<file path="config.mk">
export PLATFORM = sky130hd
export DESIGN_NAME = cla_sub_serial
export DESIGN_NICKNAME = d
export VERILOG_FILES = /design/src/rtl/cla_sub_serial_pkg.sv /design/src/rtl/cla_sub_serial_slice4.sv /design/src/rtl/cla_sub_serial.sv
export SDC_FILE = /design/constraint.sdc
export NUM_CORES = 1
export LEC_CHECK = 0
export BUFFER_PORTS_ARGS = -buffer_cell sky130_fd_sc_hd__buf_2
export CAP_MARGIN = 20
export CELL_PAD_IN_SITES_DETAIL_PLACEMENT = 1
export CELL_PAD_IN_SITES_GLOBAL_PLACEMENT = 1
export CORE_UTILIZATION = 43
export DETAILED_ROUTE_END_ITERATION = 12
export PLACE_DENSITY_LB_ADDON = 0.1
export REMOVE_ABC_BUFFERS = 1
export SYNTH_ARGS = -nofsm -noshare
export SYNTH_HDL_FRONTEND = slang
export SYNTH_SLANG_ARGS = --single-unit
export TNS_END_PERCENT = 50
</file>
<file path="constraint.sdc">
create_clock -name clk -period 4.1 [get_ports clk]
set_clock_uncertainty 0.2 [all_clocks]
set_input_delay 0.82 -clock clk [delete_from_list [all_inputs] [get_ports clk]]
set_output_delay 0.82 -clock clk [all_outputs]
set_load 0.01 [all_outputs]
</file>
<file path="src/rtl/cla_sub_serial_pkg.sv">
// Shared types and constants for the serial borrow-lookahead subtractor.
package cla_sub_serial_pkg;

    localparam int unsigned SLICE_W = 4;

    typedef enum logic [1:0] {
        ST_IDLE = 2'd0,
        ST_RUN  = 2'd1,
        ST_DONE = 2'd2
    } state_e;

endpackage

</file>
<file path="src/rtl/cla_sub_serial_slice4.sv">
// 4-bit subtract slice with fully expanded two-level borrow lookahead.
module cla_sub_slice4
    import cla_sub_serial_pkg::*;
(
    input  logic [SLICE_W-1:0] a,
    input  logic [SLICE_W-1:0] b,
    input  logic               bin,
    output logic [SLICE_W-1:0] d,
    output logic               bout
);

    logic [3:0] gb;
    logic [3:0] pb;
    logic [4:0] c;

    always_comb begin
        // gb: this bit borrows on its own; pb: equal bits pass an incoming borrow through
        gb   = ~a & b;
        pb   = ~(a ^ b);
        c[0] = bin;
        c[1] = gb[0] | (pb[0] & bin);
        c[2] = gb[1] | (pb[1] & gb[0]) | (pb[1] & pb[0] & bin);
        c[3] = gb[2] | (pb[2] & gb[1]) | (pb[2] & pb[1] & gb[0])
             | (pb[2] & pb[1] & pb[0] & bin);
        c[4] = gb[3] | (pb[3] & gb[2]) | (pb[3] & pb[2] & gb[1])
             | (pb[3] & pb[2] & pb[1] & gb[0])
             | (pb[3] & pb[2] & pb[1] & pb[0] & bin);
        d    = a ^ b ^ c[3:0];
        bout = c[4];
    end

endmodule

</file>
<file path="src/rtl/cla_sub_serial.sv">
// Multi-cycle a - b - bin, one 4-bit lookahead slice per clock, with start/busy/done handshake.
module cla_sub_serial
    import cla_sub_serial_pkg::*;
#(
    parameter int unsigned WIDTH = 16
) (
    input  logic             clk,
    input  logic             rst_n,
    input  logic             start,
    input  logic [WIDTH-1:0] a,
    input  logic [WIDTH-1:0] b,
    input  logic             bin,
    output logic             busy,
    output logic             done,
    output logic [WIDTH-1:0] diff,
    output logic             bout,
    output logic             zero,
    output logic             ovf
);

    localparam int unsigned NSLICE = WIDTH / SLICE_W;
    localparam int unsigned CW     = (NSLICE > 1) ? $clog2(NSLICE) : 1;
    localparam logic [CW-1:0] LAST = CW'(NSLICE - 1);

    state_e           state_q, state_d;
    logic [CW-1:0]    cnt_q, cnt_d;
    logic             brw_q, brw_d;
    logic [WIDTH-1:0] a_q, a_d;
    logic [WIDTH-1:0] b_q, b_d;
    logic [WIDTH-1:0] diff_q, diff_d;
    logic             bout_q, bout_d;
    logic             zero_q, zero_d;
    logic             ovf_q, ovf_d;

    logic [SLICE_W-1:0] sl_a, sl_b, sl_d;
    logic               sl_bout;

    cla_sub_slice4 u_slice (
        .a    (sl_a),
        .b    (sl_b),
        .bin  (brw_q),
        .d    (sl_d),
        .bout (sl_bout)
    );

    always_comb begin
        sl_a = a_q[SLICE_W*cnt_q +: SLICE_W];
        sl_b = b_q[SLICE_W*cnt_q +: SLICE_W];
    end

    always_ff @(posedge clk or negedge rst_n) begin
        if (!rst_n) begin
            state_q <= ST_IDLE;
        end else begin
            state_q <= state_d;
        end
    end

    always_comb begin
        state_d = state_q;
        case (state_q)
            ST_IDLE, ST_DONE: state_d = start ? ST_RUN : ST_IDLE;
            ST_RUN:           if (cnt_q == LAST) state_d = ST_DONE;
            default:          state_d = ST_IDLE;
        endcase
    end

    always_comb begin
        busy = (state_q == ST_RUN);
        done = (state_q == ST_DONE);
    end

    always_ff @(posedge clk or negedge rst_n) begin
        if (!rst_n) begin
            cnt_q  <= '0;
            brw_q  <= 1'b0;
            a_q    <= '0;
            b_q    <= '0;
            diff_q <= '0;
            bout_q <= 1'b0;
            zero_q <= 1'b0;
            ovf_q  <= 1'b0;
        end else begin
            cnt_q  <= cnt_d;
            brw_q  <= brw_d;
            a_q    <= a_d;
            b_q    <= b_d;
            diff_q <= diff_d;
            bout_q <= bout_d;
            zero_q <= zero_d;
            ovf_q  <= ovf_d;
        end
    end

    always_comb begin
        cnt_d  = cnt_q;
        brw_d  = brw_q;
        a_d    = a_q;
        b_d    = b_q;
        diff_d = diff_q;
        bout_d = bout_q;
        zero_d = zero_q;
        ovf_d  = ovf_q;
        if (state_q != ST_RUN && start) begin
            a_d    = a;
            b_d    = b;
            brw_d  = bin;
            cnt_d  = '0;
            diff_d = '0;
            bout_d = 1'b0;
            zero_d = 1'b0;
            ovf_d  = 1'b0;
        end else if (state_q == ST_RUN) begin
            diff_d[SLICE_W*cnt_q +: SLICE_W] = sl_d;
            brw_d = sl_bout;
            cnt_d = cnt_q + 1'b1;
            if (cnt_q == LAST) begin
                // Flags use the diff including the slice written this edge
                cnt_d  = '0;
                bout_d = sl_bout;
                zero_d = (diff_d == '0);
                ovf_d  = (a_q[WIDTH-1] ^ b_q[WIDTH-1]) & (diff_d[WIDTH-1] ^ a_q[WIDTH-1]);
            end
        end
    end

    assign diff = diff_q;
    assign bout = bout_q;
    assign zero = zero_q;
    assign ovf  = ovf_q;

endmodule

</file>
---- Word-level counts from Yosys, hierarchy flattened ----
Index checks and enable logic that the tools add are counted.
W data, S select, Z words.
storage, ports and cells
  bits in registers ....................... 56
  input port bits ......................... 36
  output and inout bits ................... 21
  logic and storage cells ................. 81
operators by class
  add/sub/neg operators ................... 2
  equal/unequal tests ..................... 5
  shift-type cells ........................ 4
  multiplexer cells ....................... 20
  bitwise gates (word level) .............. 34
  reduce and logical (&&, ||, !) cells .... 7
operator list
  cell                       number
  $neg A4 Y34                1
  $shift A4 B34 Y16 const A  1
  $shiftx A4 B34 Y16         1
  $mux W16                   2
  $shiftx A16 B5 Y4          2
  $and A1 B1 Y1              17
  $bwmux W16                 1
  $logic_not A16 Y1          1
  $mux W1                    12
  $or A1 B1 Y1               10
  $mux W2                    4
  $not A4 Y4                 2
  $xor A4 B4 Y4              2
  $and A4 B4 Y4              1
  $eq A2 B2 Y1 const B       2
  $ne A2 B1 Y1 const B       2
  $pmux W2 S2                1
  $reduce_bool A2 Y1         2
  $add A2 B1 Y2 const B      1
  $eq A2 B1 Y1 const B       1
  $logic_not A2 Y1           1
  $reduce_and A2 Y1          1
  $reduce_or A2 Y1           1
  $xor A1 B1 Y1              2
  $logic_and A1 B1 Y1        1

---- Logic depth before layout (Yosys ltp) ----
Gate-level depths: netlist of the first run.
  depth in word-level cells ............... 15
  gate-level depth with buffers ........... 10

---- By module ----
A second synthesis of the first run with hierarchy kept.
second synthesis, totals
  cells, all modules ...................... 219
  area total of the unflattened synthesis .. 2835.2 um^2
modules (own cells, without submodules)
  module          times used  cells each  area each (um^2)  sequential area each (um^2)
  cla_sub_serial  1           197         2646.3            1401.3
  cla_sub_slice4  1           22          188.9             0.0

---- Worst setup path before layout of the first run ----
Ideal clock, no wire load.
  kind .................................... reg-to-reg
  start ................................... register cnt_q[0]
  end ..................................... register zero_q, in the netlist zero
  setup time .............................. 121 ps
  data arrival time ....................... 2609 ps
  data required time ...................... 3779 ps
  setup slack ............................. 1170 ps
  stages on the path, launching flop included .. 11
  clock period less this slack ............ 2930 ps
  cell sequence ........................... dfrtp_1 -> buf_6 -> buf_2 -> mux4_2 -> inv_1 -> ha_1 -> a211o_1 -> a21oi_2 -> xnor2_1 -> a21oi_1 -> a32o_2
on the way
  cells in the longest elaborated chain, start to end .. 14
ends and longest elaborated chain
  what                                           RTL line                                                                               source
  from (decl)                                    cla_sub_serial.sv:26                                                                   logic [CW-1:0] cnt_q, cnt_d;
  from (signal assigned)                         cla_sub_serial.sv:84                                                                   cnt_q <= cnt_d;
  $shiftx A16 B5 Y4 (on tied branches)           cla_sub_serial.sv:47, cla_sub_serial.sv:48
  $xor A4 B4 Y4 or $not A4 Y4 (tied branches)    cla_sub_serial_slice4.sv:19, cla_sub_serial_slice4.sv:28, cla_sub_serial_slice4.sv:18
  $not A4 Y4 or $and A4 B4 Y4 (tied branches)    cla_sub_serial_slice4.sv:19, cla_sub_serial_slice4.sv:18
  $and A1 B1 Y1 (on tied branches)               cla_sub_serial_slice4.sv:23, cla_sub_serial_slice4.sv:24
  $or A1 B1 Y1, or another cell as far along     cla_sub_serial_slice4.sv:23                                                            c[3] = gb[2] | (pb[2] & gb[1]) | (pb[2] & pb[1] & gb[0])
  $or A1 B1 Y1 or $and A1 B1 Y1 (tied branches)  cla_sub_serial_slice4.sv:23, cla_sub_serial_slice4.sv:24
  $or A1 B1 Y1                                   cla_sub_serial_slice4.sv:24                                                            | (pb[2] & pb[1] & pb[0] & bin);
  $xor A4 B4 Y4                                  cla_sub_serial_slice4.sv:28                                                            d = a ^ b ^ c[3:0];
  $shiftx A4 B34 Y16                             cla_sub_serial.sv:114                                                                  diff_d[SLICE_W*cnt_q +: SLICE_W] = sl_d;
  $bwmux W16                                     cla_sub_serial.sv:114
  $logic_not A16 Y1                              cla_sub_serial.sv:121                                                                  zero_d = (diff_d == '0);
  $mux W1                                        cla_sub_serial.sv:117                                                                  if (cnt_q == LAST) begin
  $mux W1                                        cla_sub_serial.sv:113                                                                  end else if (state_q == ST_RUN) begin
  $mux W1                                        cla_sub_serial.sv:104                                                                  if (state_q != ST_RUN && start) begin
  to (signal assigned)                           cla_sub_serial.sv:90                                                                   zero_q <= zero_d;
  to (decl)                                      cla_sub_serial.sv:32                                                                   logic zero_q, zero_d;
Several ways; a longest one is shown, not always the timed one. The select of a mux whose other input is x is not followed.
A chain may end at the register's enable or synchronous reset.

---- Worst setup path after layout of the first run ----
Ends and elaborated chain as after synthesis.

==> results of run 1 <==
==> sequential cells by signal (all words and copies together), names as in the netlist <==
name / flops
brw_q: 1
bout: 1
cnt_q: 2
a_q: 16
b_q: 16
state_q: 2
zero: 1
diff: 16
ovf: 1
==> metrics by stage <==
step | util, % | worst slack (ns) | total power, mW
floorplan | - | 1.153 | 2.179
global placement | 51.51 | 0.8709 | 2.640
detailed placement | 51.51 | 0.7852 | 2.710
global route | 53.59 | 0.5150 | 3.348
finish | 53.59 | 0.7955 | 3.088
CTS | 53.59 | 0.7683 | 3.121
==> area by class of cell <==
class / instances / area [sq um] / share of cell area (%)
clock inverters: 1 / 30.03 / 0.9245
well taps: 75 / 93.84 / 2.889
clock buffers: 7 / 96.34 / 2.966
inverters: 10 / 37.54 / 1.156
repair buffers: 60 / 322.8 / 9.938
multi-input cells: 142 / 1266 / 38.98
flip-flops and latches: 56 / 1401 / 43.14
==> path summary, 6_finish.rpt <==
| path | endpoint | cells after the start | slack [ns] |
|---|---|---|---|
| max in group asynchronous | cnt_q[0] | 2 | 2.48 |
| min in group asynchronous | a_q[4] | 1 | 0.39 |
| max reg2reg | zero | 8 | 0.80 |
| min reg2reg | ovf | 2 | 0.29 |
| max | zero | 8 | 0.80 |
| min | ovf | 2 | 0.29 |
==> power by group through the flow <==
stage          clock [mW]  combinational [mW]  sequential (mW)
2_1_floorplan           0                1.21            0.967
3_3_place_gp            0                1.64            0.997
3_5_place_dp            0                1.70             1.01
4_1_cts             0.409                1.71             1.00
5_1_grt             0.434                1.88             1.04
6_report            0.400                1.69            0.994
==> cells by family (layout without fill, tap and decap cells) <==
group | after synthesis | in the layout
flip-flops | 56 | 56
AO/OA/AOI/OAI | 45 | 45
AND/OR/NAND/NOR | 43 | 43
buffers and inverters | 19 | 78
XOR/XNOR | 2 | 2
adder cells (fa/ha/maj) | 11 | 11
multiplexers | 41 | 41
==> layer usage <==
| metal | up-vias | GRT usage [%] |
|---|---|---|
| met2 | 43 | 36.78 |
| met5 | - | 0 |
| li1 | 913 | - |
| met1 | 981 | 27.20 |
| met4 | 0 | 5.614 |
| met3 | 8 | 3.407 |
==> placed cells by master (no fill, tap or decap), types with 3 or more instances in the layout <==
cell type | Yosys | final
a21oi_1 | 10 | 10
a22o_1 | 6 | 6
buf_2 | 1 | 56
buf_4 | 3 | 3
clkbuf_8 | 0 | 7
dfrtp_1 | 56 | 56
ha_1 | 10 | 10
inv_1 | 9 | 9
mux2_2 | 30 | 30
mux4_2 | 6 | 6
nand2_1 | 14 | 14
nand3_1 | 4 | 4
nor2_1 | 5 | 5
nor2b_1 | 6 | 6
nor3_1 | 3 | 3
o21ai_0 | 9 | 9
o22ai_1 | 3 | 3
o31ai_1 | 4 | 4
==> critical path: stages (launching register included) <==
cell and delay [ns]:
dfrtp_1 0.86, inv_1 0.21, ha_1 0.42, nor4bb_1 0.65
buf_4 0.26, nand4_1 0.09, nand3_1 0.17, a21oi_1 0.07
a32o_2 0.28
==> summary.md, run 1 <==
| Metric | Value |
|---|---|
| P per Cell Area | `around 950 nW/um^2` |
| RD Place Congestion | `0.7831` |
| ANT cells | `0` |
| Clock power frac | `12.9%` |
| Most frequent cells after synthesis | `dfrtp_1, mux2_2, nand2_1` |
| Layout area overhead | `17.63%` |
| DRC | `0` |
| Row count | `28` |
| Count of cells resized by post-cts repair | `0` |
| Dominant synthesized flop cell | `dfrtp_1` |
| Clock buffer depth | `2` |
| Via count | `about 1900` |
| Peak VDD IR | `364.0 uV` |
| Sink Count | `56` |
| Type of the worst setup path | `reg -> reg` |
| Hold Fails Final Rpt | `0` |
| Measured slew at the worst slew-check pin | `between 0.8 and 0.9 ns` |
| Root Buffer | `clkbuf_8` |
| DR pass1 iterations | `4` |
| Xor and xnor area share after synthesis | `0.6343%` |
| Synth Area in Adders | `between 5 and 6%` |
| CP Launch Type | `flip-flop` |
| Synth area leaders | `dfrtp_1, mux2_2, mux4_2` |
| Setup crit end kind | `flip-flop` |
| Top Ports | `57` |
| Initial DRC count | `~70` |
| Max-slew violations | `0` |
| Largest net degree at the start of global routing | `36` |
| Post-synthesis cell count | `217` |
| Total die area | `6746 sq um` |
| Nets@finish | `322` |
| Total wire length | `6327 um` |
| Core Region | `~6100 sq um` |
| Simple-gate area share of the yosys netlist | `under 10%` |
| Logic gate share of total power | `roughly 55%` |
| Clock transition at path regs | `0.10 ns` |
| Initial antenna violation count | `0` |
| Port bufs | `56` |
| Combinational family with the most area after synthesis | `multiplexers` |
| Async set-reset flop share out of synthesis | `between 90% and 100%` |
| EDFF count, synth | `0` |
| Via density | `between 5 and 6` |
| CP max FO | `19` |
| Worst Path Arrival | `approximately 3.3 ns` |
| Top Metal Used | `met4` |
| Dpl cells | `343` |
| Final setup vio count | `0` |
| Register area share after synthesis | `slightly above 50%` |
| Total leakage power | `about 1.5 nW` |
| Outcome | `finished clean` |
| Gr usage total | `between 20% and 30%` |
| First-pass GRT wire length | `10430 um` |
| Final min period | `3.304 ns` |
| CP startpoint | `cnt_q[0]` |
| Yosys reg bits | `between 50 and 60` |
| Share of cells above drive strength 1 | `39.49%` |
| Syn_area_per_cell | `~13 sq um` |
| Starting density of the core | `between 40% and 50%` |
| Worst endpoint required time | `roughly 4 ns` |
| Post-layout instance area | `around 3200 sq um` |
| Min-Delay Startpoint | `ovf` |
| Antenna-violating nets left | `0` |
| Most numerous cell in the Yosys netlist | `dfrtp_1` |
| DRT met1 WL | `approximately 2800 um` |
| RSZ-0062 raised after global routing | `false` |
| Sequential power share | `32.2%` |
| Overflow after GRT | `0` |
| # Post-CTS Setup Buffers | `0` |
| Fin Hold WS | `between 0.2 and 0.3 ns` |
| DR WL met3 | `roughly 230 um` |
| Met2 Wirelength | `about 3200 um` |
| Yosys warns | `0` |
| Setup tns final | `0 ns` |
| Reg2Reg Launch Point | `cnt_q[0]` |
| Sw power | `between 1 and 1.5 mW` |
| Area post-placement | `between 3000 and 4000 sq um` |
| Rel. slew slack | `about 45%` |
| Max Freq | `roughly 0.30 GHz` |
| Dpl hpwl | `about 4700 um` |
| Non-Filler Instances | `351` |
| Clock Latency Late Sink | `between 0.3 and 0.4 ns` |
| Yosys top cell area share | `50.75%` |
| Vias in the first global route | `2027` |
| Hold_buf cts | `0` |
| WL per Instance | `~18 um` |
| CTS tree | `done` |
| Internal power | `approximately 1.8 mW` |
| Inserted Clock Buffers | `5` |
| Synth cell types | `45` |
| Final period utilization | `80.60%` |
| H-tree levels | `2` |
| Synth area leader | `dfrtp_1` |
| Layout fillers | `665` |
| Maxcap violations | `0` |
| Hold crit path type | `reg -> reg` |
| Compound-Gate Fraction of Synth Area | `11.10%` |
| Die Ht | `~82 um` |
| Chip width | `82.14 um` |
| Switching share of power | `42.48%` |
| Mux share of post-synthesis cell area | `between 20% and 30%` |
| Syn Std Cell Area | `~2800 sq um` |
No activity file was read; power rests on OpenSTA's default activity.
==> run 2: changes to the inputs <==
Settings changed: CORE_UTILIZATION 43 to 39.
Clock period 4.1 ns to 2.7 ns, I/O delays scaled along.
==> summary.md, run 2 (synthesized netlist as in run 1, its figures left out) <==
| Metric | Value |
|---|---|
| Initial antenna violation count | `0` |
| Peak VDD IR | `a little under 600 uV` |
| Final period utilization | `between 90% and 100%` |
| Maxcap violations | `0` |
| Share of cells above drive strength 1 | `between 40 and 50%` |
| CTS tree | `done` |
| Starting density of the core | `around 40%` |
| Sink Count | `56` |
| Antenna-violating nets left | `0` |
| Total die area | `7421 sq um` |
| RD Place Congestion | `around 0.8` |
| Final Util | `between 50% and 60%` |
| Gr usage total | `18.89%` |
| DRC | `0` |
| Dpl hpwl | `4747 um` |
| H-tree levels | `2` |
| Root Buffer | `clkbuf_8` |
| CP cell instances | `mux4_2, inv_2, ha_4, a211o_4, a21oi_4, xnor2_2, a21oi_1, a32o_2` |
| CP Launch Type | `flip-flop` |
| Clock buffer depth | `2` |
| Initial DRC count | `between 90 and 100` |
| RSZ-0062 raised after global routing | `true` |
| CP max FO | `4` |
| Slowest cell delay on critical path | `about 0.52 ns` |
| Outcome | `finished clean` |
| Non-Filler Instances | `386` |
| Measured slew at the worst slew-check pin | `0.4230 ns` |
| Die Ht | `around 86 um` |
| Clock Latency Late Sink | `a little over 0.3 ns` |
| Overflow after GRT | `0` |
| Top Ports | `57` |
| Most frequent cells in the layout | `buf_2, dfrtp_1, mux2_2` |
| Layout area overhead | `25.87%` |
| Rel. slew slack | `a little under three quarters` |
| Via count | `2010` |
| Inserted Clock Buffers | `5` |
| Dpl cells | `380` |
| Sequential Area | `1403 sq um` |
| Final min period | `roughly 2.7 ns` |
| Via density | `between 5 and 6` |
| ANT cells | `0` |
| Clock transition at path regs | `about 0.1 ns` |
| Buf/Inv on CP | `1` |
| Hold Fails Final Rpt | `0` |
| WL per Instance | `approximately 17 um` |
| Total leakage power | `~1.6 nW` |
| Final setup vio count | `0` |
| Max Freq | `0.3766 GHz` |
| Core Region | `around 6800 sq um` |
| Vias in the first global route | `around 2200` |
| Cell family with most CP delay | `compound AO/OA/AOI/OAI gates` |
| Hold crit path type | `in -> reg` |
| First-pass GRT wire length | `10720 um` |
| P per Cell Area | `approximately 1600 nW/um^2` |
| Area of the multi-input gates | `around 1400 sq um` |
| Setup crit end kind | `flip-flop` |
| Max-slew violations | `0` |
| Total wire length | `~6400 um` |
| Chip width | `around 86 um` |
| Row count | `30` |
| Layout fillers | `roughly 770` |
| Type of the worst setup path | `reg -> reg` |
| Port bufs | `56` |
| Slowest CP cell | `mux4_2` |
| Worst endpoint required time | `2.70 ns` |
| Largest net degree at the start of global routing | `38` |
| DR pass1 iterations | `4` |
| Most common cell after layout, fill and taps aside | `buf_2` |
| Worst Path Arrival | `about 2.7 ns` |
| Nets@finish | `~340` |
## run 2: cell types whose count changed in the layout (fill, tap and decap cells not counted), moves of 2 or more
cell	change
ha_1	-3
clkbuf_8	-2
buf_4	+14
a21oi_1	-2
o21ai_0	-5
buf_12	+2
a21oi_4	+2
ha_4	+3
o21ai_1	+5
## run 2: power breakdown
part	internal (mW)	total (mW)	switching [mW]
combinational	1.82	3.61	1.79
sequential	1.21	1.45	0.247
clock	0.169	0.428	0.259
## run 2: path summary, 6_finish.rpt
path | startpoint | end | slack (ns) | depth (start not counted)
setup / recovery | cnt_q[0] | zero | 0.04 | 8
hold / removal | a[15] | a_q[15] | 0.25 | 2
setup reg to reg | cnt_q[0] | zero | 0.04 | 8
hold reg to reg | a_q[3] | a_q[3] | 0.30 | 1
max in group asynchronous | rst_n | b_q[11] | 1.34 | 3
min in group asynchronous | rst_n | a_q[12] | 0.43 | 2
## run 2: worst reg2reg max path, delay by kind of cell (launching register included)
kind / cells / cell delay (ns)
adder cells (fa/ha/maj): 1 / 0.21
multiplexers: 1 / 0.52
buffers and inverters: 1 / 0.10
flip-flops: 1 / 0.44
AO/OA/AOI/OAI: 4 / 0.92
XOR/XNOR: 1 / 0.16
## run 2: timing repair
| action | 4_1_cts | 5_1_grt |
|---|---|---|
| resized for setup | 3 | 19 |
| setup endpoints to repair | 7 | 10 |
| hold endpoints to repair | 8 | 0 |
| hold buffers | 1 | 0 |
| pin swaps | 0 | 4 |
| setup buffers | 0 | 0 |
## run 2: routing by layer
metal	global-route usage (%)	part of all wire (%)	vias to the layer above	routed length [um]
li1	-	-	942	-
met1	23.97	45	1028	2874
met2	33.12	51	35	3278
met3	3.176	2.7	5	175
met4	5.455	1.1	0	70
met5	0	0	-	0
## run 2: area by class of cell
class	instances	share of cell area (%)
Sequential cell	56	40.35
Multi-Input combinational cell	142	39.38
Timing Repair Buffer	77	13.75
Tap cell	96	3.456
Clock buffer	5	1.980
Inverter	10	1.080
## run 2: through the flow
step | hold slack [ns] | instance area (sq um) | TNS, ns | setup slack, ns | total power, mW
after CTS | 0.2399 | 3385 | 0 | 0.004720 | 5.025
after global placement | 0.2230 | 3293 | -0.01738 | -0.01738 | 4.441
after global routing | 0.2433 | 3476 | -0.09478 | -0.05246 | 5.906
after detailed placement | 0.2215 | 3293 | -0.1178 | -0.07002 | 4.503
after floorplan | 0.04441 | 2700 | -5.325 | -0.2466 | 3.309
final | 0.2473 | 3476 | 0 | 0.04486 | 5.494
